--- config.mk ---
export PLATFORM = sky130hd
export DESIGN_NAME = fdct4_serial
export DESIGN_NICKNAME = d
export VERILOG_FILES = /design/src/rtl/fdct4_pkg.sv /design/src/rtl/fdct4_butterfly.sv /design/src/rtl/fdct4_serial.sv
export SDC_FILE = /design/constraint.sdc
export NUM_CORES = 1
export LEC_CHECK = 0
export ABC_AREA = 1
export CAP_MARGIN = 0
export CORE_UTILIZATION = 45
export CTS_CLUSTER_SIZE = 25
export DETAILED_ROUTE_END_ITERATION = 10
export GPL_ROUTABILITY_DRIVEN = 0
export GPL_TIMING_DRIVEN = 1
export PLACE_DENSITY_LB_ADDON = 0.12
export REMOVE_ABC_BUFFERS = 1
export SYNTH_ARGS = -nofsm -noshare
export SYNTH_HDL_FRONTEND = slang
export SYNTH_SLANG_ARGS = --single-unit
export TNS_END_PERCENT = 10
--- constraint.sdc ---
create_clock -name clk -period 7.2 [get_ports clk]
set_input_delay 1.08 -clock clk [delete_from_list [all_inputs] [get_ports clk]]
set_output_delay 1.08 -clock clk [all_outputs]
set_load 0.005 [all_outputs]
--- src/rtl/fdct4_pkg.sv ---
// rtl/fdct4_pkg.sv - shared constants and types for the serial 4-point forward DCT
//
// Purpose: sample/coefficient widths, DCT coefficient constants and the
// controller state enum used by fdct4_serial and fdct4_butterfly.
// Ports: none (package).

package fdct4_pkg;

  localparam int IN_W  = 16;
  localparam int OUT_W = 24;

  typedef logic signed [IN_W-1:0]  sample_t;
  typedef logic signed [IN_W:0]    half_t;
  typedef logic signed [OUT_W-1:0] coef_t;

  localparam coef_t C64 = coef_t'(64);
  localparam coef_t C83 = coef_t'(83);
  localparam coef_t C36 = coef_t'(36);

  typedef enum logic [1:0] {
    IDLE = 2'd0,
    CALC = 2'd1,
    EMIT = 2'd2
  } state_e;

endpackage

--- src/rtl/fdct4_butterfly.sv ---
// rtl/fdct4_butterfly.sv - even/odd input butterfly of the 4-point forward DCT
//
// Purpose: first DCT stage, purely combinational.
// Ports:
//   x0..x3 : input  16-bit signed samples
//   e0, e1 : output 17-bit signed sums x0+x3, x1+x2
//   o0, o1 : output 17-bit signed differences x0-x3, x1-x2

module fdct4_butterfly
  import fdct4_pkg::*;
(
  input  sample_t x0,
  input  sample_t x1,
  input  sample_t x2,
  input  sample_t x3,
  output half_t   e0,
  output half_t   e1,
  output half_t   o0,
  output half_t   o1
);

  // One extra bit makes every sum and difference exact.
  assign e0 = half_t'(x0) + half_t'(x3);
  assign e1 = half_t'(x1) + half_t'(x2);
  assign o0 = half_t'(x0) - half_t'(x3);
  assign o1 = half_t'(x1) - half_t'(x2);

endmodule

--- src/rtl/fdct4_serial.sv ---
// rtl/fdct4_serial.sv - 4-point forward DCT with serialised coefficient output
//
// Purpose: accepts one set of four samples, computes X0..X3 in one cycle,
// then streams them out one per handshake with their index.
// Optional feature macro: FDCT4_ROUND_EN (round and arithmetic-shift each
// coefficient right by SHIFT).
// Ports:
//   clk, reset          : clock, synchronous active-high reset
//   in_valid, in_ready  : input sample-set handshake
//   d_in_1..d_in_4      : 16-bit signed samples x0..x3
//   out_valid, out_ready: output coefficient handshake
//   out_idx             : index k of the coefficient on d_out
//   d_out               : 24-bit signed coefficient Xk

module fdct4_serial
  import fdct4_pkg::*;
#(
  parameter int SHIFT = 1
) (
  input  logic                    clk,
  input  logic                    reset,
  input  logic                    in_valid,
  output logic                    in_ready,
  input  logic signed [IN_W-1:0]  d_in_1,
  input  logic signed [IN_W-1:0]  d_in_2,
  input  logic signed [IN_W-1:0]  d_in_3,
  input  logic signed [IN_W-1:0]  d_in_4,
  output logic                    out_valid,
  input  logic                    out_ready,
  output logic [1:0]              out_idx,
  output logic signed [OUT_W-1:0] d_out
);

  if (SHIFT < 1 || SHIFT > 8) begin : g_shift_check
    $error("fdct4_serial: SHIFT must be within 1..8");
  end

  state_e                    state_q, state_d;
  logic [1:0]                k_q, k_d;
  logic [3:0][IN_W-1:0]      x_q, x_d;
  logic [3:0][OUT_W-1:0]     coef_q, coef_d;
  coef_t                     d_out_q, d_out_d;

  half_t                     e0, e1, o0, o1;
  logic signed [IN_W+1:0]    even_sum, even_diff;
  coef_t                     xk_raw [4];
  coef_t                     xk     [4];

  fdct4_butterfly u_butterfly (
    .x0 (sample_t'(x_q[0])),
    .x1 (sample_t'(x_q[1])),
    .x2 (sample_t'(x_q[2])),
    .x3 (sample_t'(x_q[3])),
    .e0 (e0),
    .e1 (e1),
    .o0 (o0),
    .o1 (o1)
  );

  assign even_sum  = (IN_W+2)'(e0) + (IN_W+2)'(e1);
  assign even_diff = (IN_W+2)'(e0) - (IN_W+2)'(e1);

  // Full-range inputs stay inside 24 bits (|X| <= 0x800000), so no clamp.
  always_comb begin
    xk_raw[0] = C64 * coef_t'(even_sum);
    xk_raw[1] = C83 * coef_t'(o0) + C36 * coef_t'(o1);
    xk_raw[2] = C64 * coef_t'(even_diff);
    xk_raw[3] = C36 * coef_t'(o0) - C83 * coef_t'(o1);
  end

`ifdef FDCT4_ROUND_EN
  localparam coef_t RND = coef_t'(1) <<< (SHIFT - 1);

  // Round-half-up then arithmetic shift; the largest positive X0 plus the
  // rounding offset still fits, so the sum cannot wrap.
  always_comb begin
    for (int i = 0; i < 4; i++) begin
      xk[i] = (xk_raw[i] + RND) >>> SHIFT;
    end
  end
`else
  always_comb begin
    for (int i = 0; i < 4; i++) begin
      xk[i] = xk_raw[i];
    end
  end
`endif

  always_comb begin
    state_d = state_q;
    k_d     = k_q;
    x_d     = x_q;
    coef_d  = coef_q;
    d_out_d = d_out_q;
    unique case (state_q)
      IDLE: begin
        if (in_valid) begin
          x_d[0]  = d_in_1;
          x_d[1]  = d_in_2;
          x_d[2]  = d_in_3;
          x_d[3]  = d_in_4;
          state_d = CALC;
        end
      end
      CALC: begin
        for (int i = 0; i < 4; i++) begin
          coef_d[i] = xk[i];
        end
        // X0 is loaded straight into the output register so it is
        // presented on the first EMIT cycle.
        d_out_d = xk[0];
        k_d     = 2'd0;
        state_d = EMIT;
      end
      EMIT: begin
        if (out_ready) begin
          if (k_q == 2'd3) begin
            // k and d_out stay put; out_valid drops with the state.
            state_d = IDLE;
          end else begin
            k_d     = k_q + 2'd1;
            d_out_d = coef_q[k_q + 2'd1];
          end
        end
      end
      default: state_d = IDLE;
    endcase
  end

  always_ff @(posedge clk) begin
    if (reset) begin
      state_q <= IDLE;
      k_q     <= 2'd0;
      x_q     <= '0;
      coef_q  <= '0;
      d_out_q <= '0;
    end else begin
      state_q <= state_d;
      k_q     <= k_d;
      x_q     <= x_d;
      coef_q  <= coef_d;
      d_out_q <= d_out_d;
    end
  end

  assign in_ready  = (state_q == IDLE);
  assign out_valid = (state_q == EMIT);
  assign out_idx   = k_q;
  assign d_out     = d_out_q;

endmodule

==> results.cfg, run 1 <==
[status]
status = finished clean

[floorplan]
start_util = 0.460
die_w_um = 213
io_pins = 96
rows = 76
die_y_um = 213
core_area_um2 = 43500
die_area_um2 = 45300

[worst_setup_path]
crit_fanout = 7
critPathLaunchType = flop
cp.arrival_ns = 7.20
slowest_stage = fa_1
cpPeakStageDelay_ns = 0.53
crit_required_ns = 7.60
path_class = reg2reg
end_kind = flop
timing.critical_path.buf_inv = 6
cp_common_cell = inv_1
critPathTopFamily = adder cells

[clock_network]
clkTransAtPathRegs_ns = 0.08
tritoncts = yes
cts_sinks = 175
cts_buffers = 17
cts_root_buf = clkbuf_16
clkLatencyLatePin_ns = 0.50
ctsHtreeMaxLevel = 4
hold_buffers = 0
max-clock-path-buffers = 2

[routing]
wl_per_cell_um = 17.3
ant_nets = 0
drcViolationCount = 0
first_pass_iters = 6
vias = 18730
drt_iter0_markers = 1667
wirelength_um = 60500
viasPerCell = 5.35

[sta]
clock_skew_ns = 0.0180
final.min_clock_period_ns = 6.80
min_period_over_period = 0.945
hold_slack_ns = 0.453
relSlewSlack = 0.191
setup_viol_count_final = 0
hold_viol_final = 0
worst_slew_pin_slew_ns = 1.21
drv_slew = 0
grt_setup_unrepaired = true
max_clock_freq_mhz = 147

[final_layout]
final_core_util = 0.514
area_delta_synth_final_pct = 11.7
final-instance-count-excl-fill = 3504
antenna_cells = 0
drive_gt1_frac = 0.0528
mostFrequentLayoutCells = inv_1 (493), nand2_1 (417), nor2_1 (300)
mostFrequentLayoutCell = inv_1
fin_area_um2 = 22300
nNetsFinal = 3369

[placement]
dp.cells = 3470
dp.final_hpwl_um = 49400
io_buffers = 95
postPlaceCellArea_um2 = 21600

[grt]
grt_pass1_vias = 17701
grt_use_total = 0.274
grt_max_degree = 86
grt_overflow_total = 0
grt_pass1_wl_um = 95800
antenna_found_initial = 0

[synth]
netlist_area_um2 = 20000
yosys-top-cells-area = ha_1 (18%), dfxtp_1 (18%), fa_1 (10%)
synth_warnings = 0
syn_inst = 2849
async_flop_share = 0
synth_area_leader_cell = ha_1
ys_seq_elements = 175
ys_seq_area_frac = 0.175
synthDistinctLibCells = 55
synth_top_area_share = 0.183
avgSynthCellArea_um2 = 7.02
ys.flop_type = dfxtp_1
synth-edff-count = 0

[min_path]
hold_class = reg2reg

[run]
maxCapViolCount = 0
==> stage by stage <==
step           TNS (ns)  setup slack (ns)
3_3_place_gp          0             0.210
3_5_place_dp          0            0.0341
4_1_cts               0            0.0108
2_1_floorplan         0             0.676
6_report              0             0.396
5_1_grt         -0.0311           -0.0311
==> kinds of logic after synthesis <==
kind of cell | after synthesis | synth area share
buf+inv | 595 | 0.114
flops | 175 | 0.175
compound gates | 634 | 0.179
xor+xnor | 121 | 0.0543
simple gates | 929 | 0.192
fa+ha+maj | 395 | 0.285
==> final cells by class <==
type | count | area (um^2)
Inverter | 501 | 1880
Clock inverter | 14 | 164
Sequential cell | 175 | 3500
Tap cell | 585 | 732
Fill cell | 4391 | 21100
Timing Repair Buffer | 132 | 1220
Multi-Input combinational cell | 2079 | 14400
Clock buffer | 18 | 429
==> routing by layer <==
metal / share of wire / track usage / wire length (um)
met5: 0 / 0 / 0
met4: 0.038 / 0.115 / 2270
met3: 0.056 / 0.0378 / 3390
met2: 0.45 / 0.439 / 27200
met1: 0.46 / 0.370 / 27600
==> final timing paths <==
path,startpoint,endpoint,slack (ns),cells after the start
max reg2reg,x_q[16]$_SDFFE_PP0P_,coef_q[40]$_SDFFE_PP0N_,0.40,33
max,x_q[16]$_SDFFE_PP0P_,coef_q[40]$_SDFFE_PP0N_,0.40,33
min,coef_q[26]$_SDFFE_PP0N_,coef_q[26]$_SDFFE_PP0N_,0.45,2
min reg2reg,coef_q[26]$_SDFFE_PP0N_,coef_q[26]$_SDFFE_PP0N_,0.45,2
==> registers in the layout, indices dropped and copies added (netlist names) <==
name     count
d_out       24
x_q         64
coef_q      83
out_idx      2
state_q      2
==> Yosys cell counts, types with 4 or more instances <==
library cell    n
or2_2           7
nor4_1         11
nor2_1        303
o21ai_0       238
dfxtp_1       175
a21oi_2         5
o21ai_1        12
nand3b_1        4
o211ai_1       35
o21a_1          6
a31oi_1        19
xor2_1         92
a21o_1         14
nor3_1         25
ha_1          293
inv_1         493
xnor2_1        27
nand2_1       422
inv_2           7
fa_1          102
a211oi_1        6
o21bai_1       13
o31ai_1         8
nand3_1       117
nand4_1        23
buf_2          21
clkbuf_1       65
a31o_2          7
nand2_2         7
a21oi_1       245
o22ai_1         7
==> what timing repair did <==
action	4_1_cts	5_1_grt
gates resized for setup	0	40
setup endpoints to repair	0	11
buffers inserted	0	2
==> tightest hold or removal path, delay by kind of cell, from the launching register on <==
kind / cells / cell delay, ns
compound gates: 1 / 0.05
buf+inv: 1 / 0.06
flops: 1 / 0.30
Power of run 1 is left out: the tool's default activity adds up to more than one toggle a clock period on the data nets, which glitch-free logic cannot reach.
==> run 2, diff against run 1 <==
--- a/config.mk
+++ b/config.mk
@@ -8,7 +8,7 @@
 export ABC_AREA = 1
 export CAP_MARGIN = 0
 export CORE_UTILIZATION = 45
-export CTS_CLUSTER_SIZE = 25
+export CTS_CLUSTER_SIZE = 28
 export DETAILED_ROUTE_END_ITERATION = 10
 export GPL_ROUTABILITY_DRIVEN = 0
 export GPL_TIMING_DRIVEN = 1
==> results of run 2 <==
Final layout, timing and power as in run 1 (identical DEF).
Power of run 2 is left out for the same reason.
==> run 3, diff against run 2 <==
==> constraint.sdc (replaced) <==
create_clock -name clk -period 6.45 [get_ports clk]
set_input_delay 0.9675 -clock clk [delete_from_list [all_inputs] [get_ports clk]]
set_output_delay 0.9675 -clock clk [all_outputs]
set_load 0.005 [all_outputs]
==> run 3 against run 2 <==
Against the previous run: clock skew up 0.0054 ns; setup slack got worse by 0.35 ns; die area did not move.
==> results.cfg, run 3 (synthesized netlist as in run 1, its figures left out) <==
[sta]
final.min_clock_period_ns = 6.40
setup_viol_count_final = 0
max_clock_freq_mhz = 156
drv_slew = 0
clock_skew_ns = 0.0234
setup_tns_ns = 0
worst_slew_pin_slew_ns = 1.19
hold_viol_final = 0
relSlewSlack = 0.208
min_period_over_period = 0.992
hold_slack_ns = 0.459
grt_setup_unrepaired = true

[floorplan]
die_y_um = 213
rows = 76
io_pins = 96
start_util = 0.460
core_area_um2 = 43500
die_area_um2 = 45300
die_w_um = 213

[clock_network]
hold_buffers = 0
clkTransAtPathRegs_ns = 0.08
tritoncts = yes
cts_root_buf = clkbuf_16
ctsHtreeMaxLevel = 4
max-clock-path-buffers = 2
cts_buffers = 17
clkLatencyLatePin_ns = 0.52
cts_sinks = 175

[final_layout]
area_delta_synth_final_pct = 24.1
fin_area_um2 = 24800
drive_gt1_frac = 0.156
nNetsFinal = 3588
largest_register_ffs = 83
mostFrequentLayoutCells = inv_1 (483), nand2_1 (404), nor2_1 (293)
mostFrequentLayoutCell = inv_1
nFillCells = 4185
final-instance-count-excl-fill = 3723
regMostFlops = coef_q
antenna_cells = 0

[grt]
grt_overflow_total = 0
grt_max_degree = 106
antenna_found_initial = 0
grt_pass1_wl_um = 101000
grt_use_total = 0.290
grt_pass1_vias = 18882

[routing]
viasPerCell = 5.30
ant_nets = 0
wl_per_cell_um = 17.4
drt_iter0_markers = 1619
wirelength_um = 64800
vias = 19718
first_pass_iters = 7
drcViolationCount = 0

[worst_setup_path]
end_kind = flop
cp.arrival_ns = 6.81
critPathLaunchType = flop
cpPeakStageDelay_ns = 0.49
cp_common_cell = nand2_1
path_class = reg2reg
crit_fanout = 3
crit_required_ns = 6.86
slowest_stage = fa_1

[placement]
io_buffers = 95
dp.cells = 3674
postPlaceCellArea_um2 = 23100
dp.final_hpwl_um = 51600

[min_path]
hold_class = reg2reg

[status]
status = finished clean

[run]
maxCapViolCount = 0
run 3: cell types whose count changed in the layout (fill, tap and decap cells not counted), moves of 13 or more:
cell,previous run,this run
buf_4,37,250
ha_4,3,32
ha_1,286,252
a21oi_1,244,221
a21oi_2,6,22
nand2_1,417,404
run 3: worst max-delay path, delay by kind of cell (launching register included):
kind,cells,cell delay [ns]
DFF,1,0.35
and+or+nand+nor,15,1.45
xor gates and xnor gates,1,0.13
AOI/OAI and AO/OA,5,0.86
adders and majority gates,8,2.86
buffers and inverters,9,0.63
run 3: timing repair:
item	4_1_cts	5_1_grt
pin swaps	33	75
gates resized for setup	67	131
setup buffers	1	16
setup endpoints to repair	13	22
run 3: path summary, 6_finish.rpt:
path / startpoint / end / slack, ns / cells after the start
worst max-delay path: x_q[33]$_SDFFE_PP0P_ / coef_q[47]$_SDFFE_PP0N_ / 0.05 / 38
worst min-delay path: coef_q[28]$_SDFFE_PP0N_ / coef_q[28]$_SDFFE_PP0N_ / 0.46 / 2
worst max register to register: x_q[33]$_SDFFE_PP0P_ / coef_q[47]$_SDFFE_PP0N_ / 0.05 / 38
worst min register to register: coef_q[28]$_SDFFE_PP0N_ / coef_q[28]$_SDFFE_PP0N_ / 0.46 / 2
run 3: cell type report:
type / count / area (um^2) / share of cell area
flip-flops and latches: 175 / 3510 / 0.141
clock inverters: 15 / 170 / 0.00686
well taps: 585 / 732 / 0.0295
multi-input cells: 2079 / 15200 / 0.613
repair buffers: 351 / 2890 / 0.116
inverters: 501 / 1880 / 0.0758
clock buffers: 17 / 425 / 0.0171
run 3: through the flow:
stage | util | worst slack [ns]
6_report | 0.571 | 0.0491
5_1_grt | 0.571 | -0.268
4_1_cts | 0.552 | -0.0190
3_5_place_dp | 0.531 | -0.408
3_3_place_gp | 0.531 | -0.295
2_1_floorplan | - | -0.0736
run 3: per-layer routing:
layer / part of all wire / global-route usage / up-vias
li1: - / - / 9782
met4: 0.034 / 0.111 / 0
met2: 0.46 / 0.471 / 621
met1: 0.45 / 0.388 / 9223
met3: 0.053 / 0.0394 / 92
met5: 0 / 0 / -
Power of run 3 is left out for the same reason.
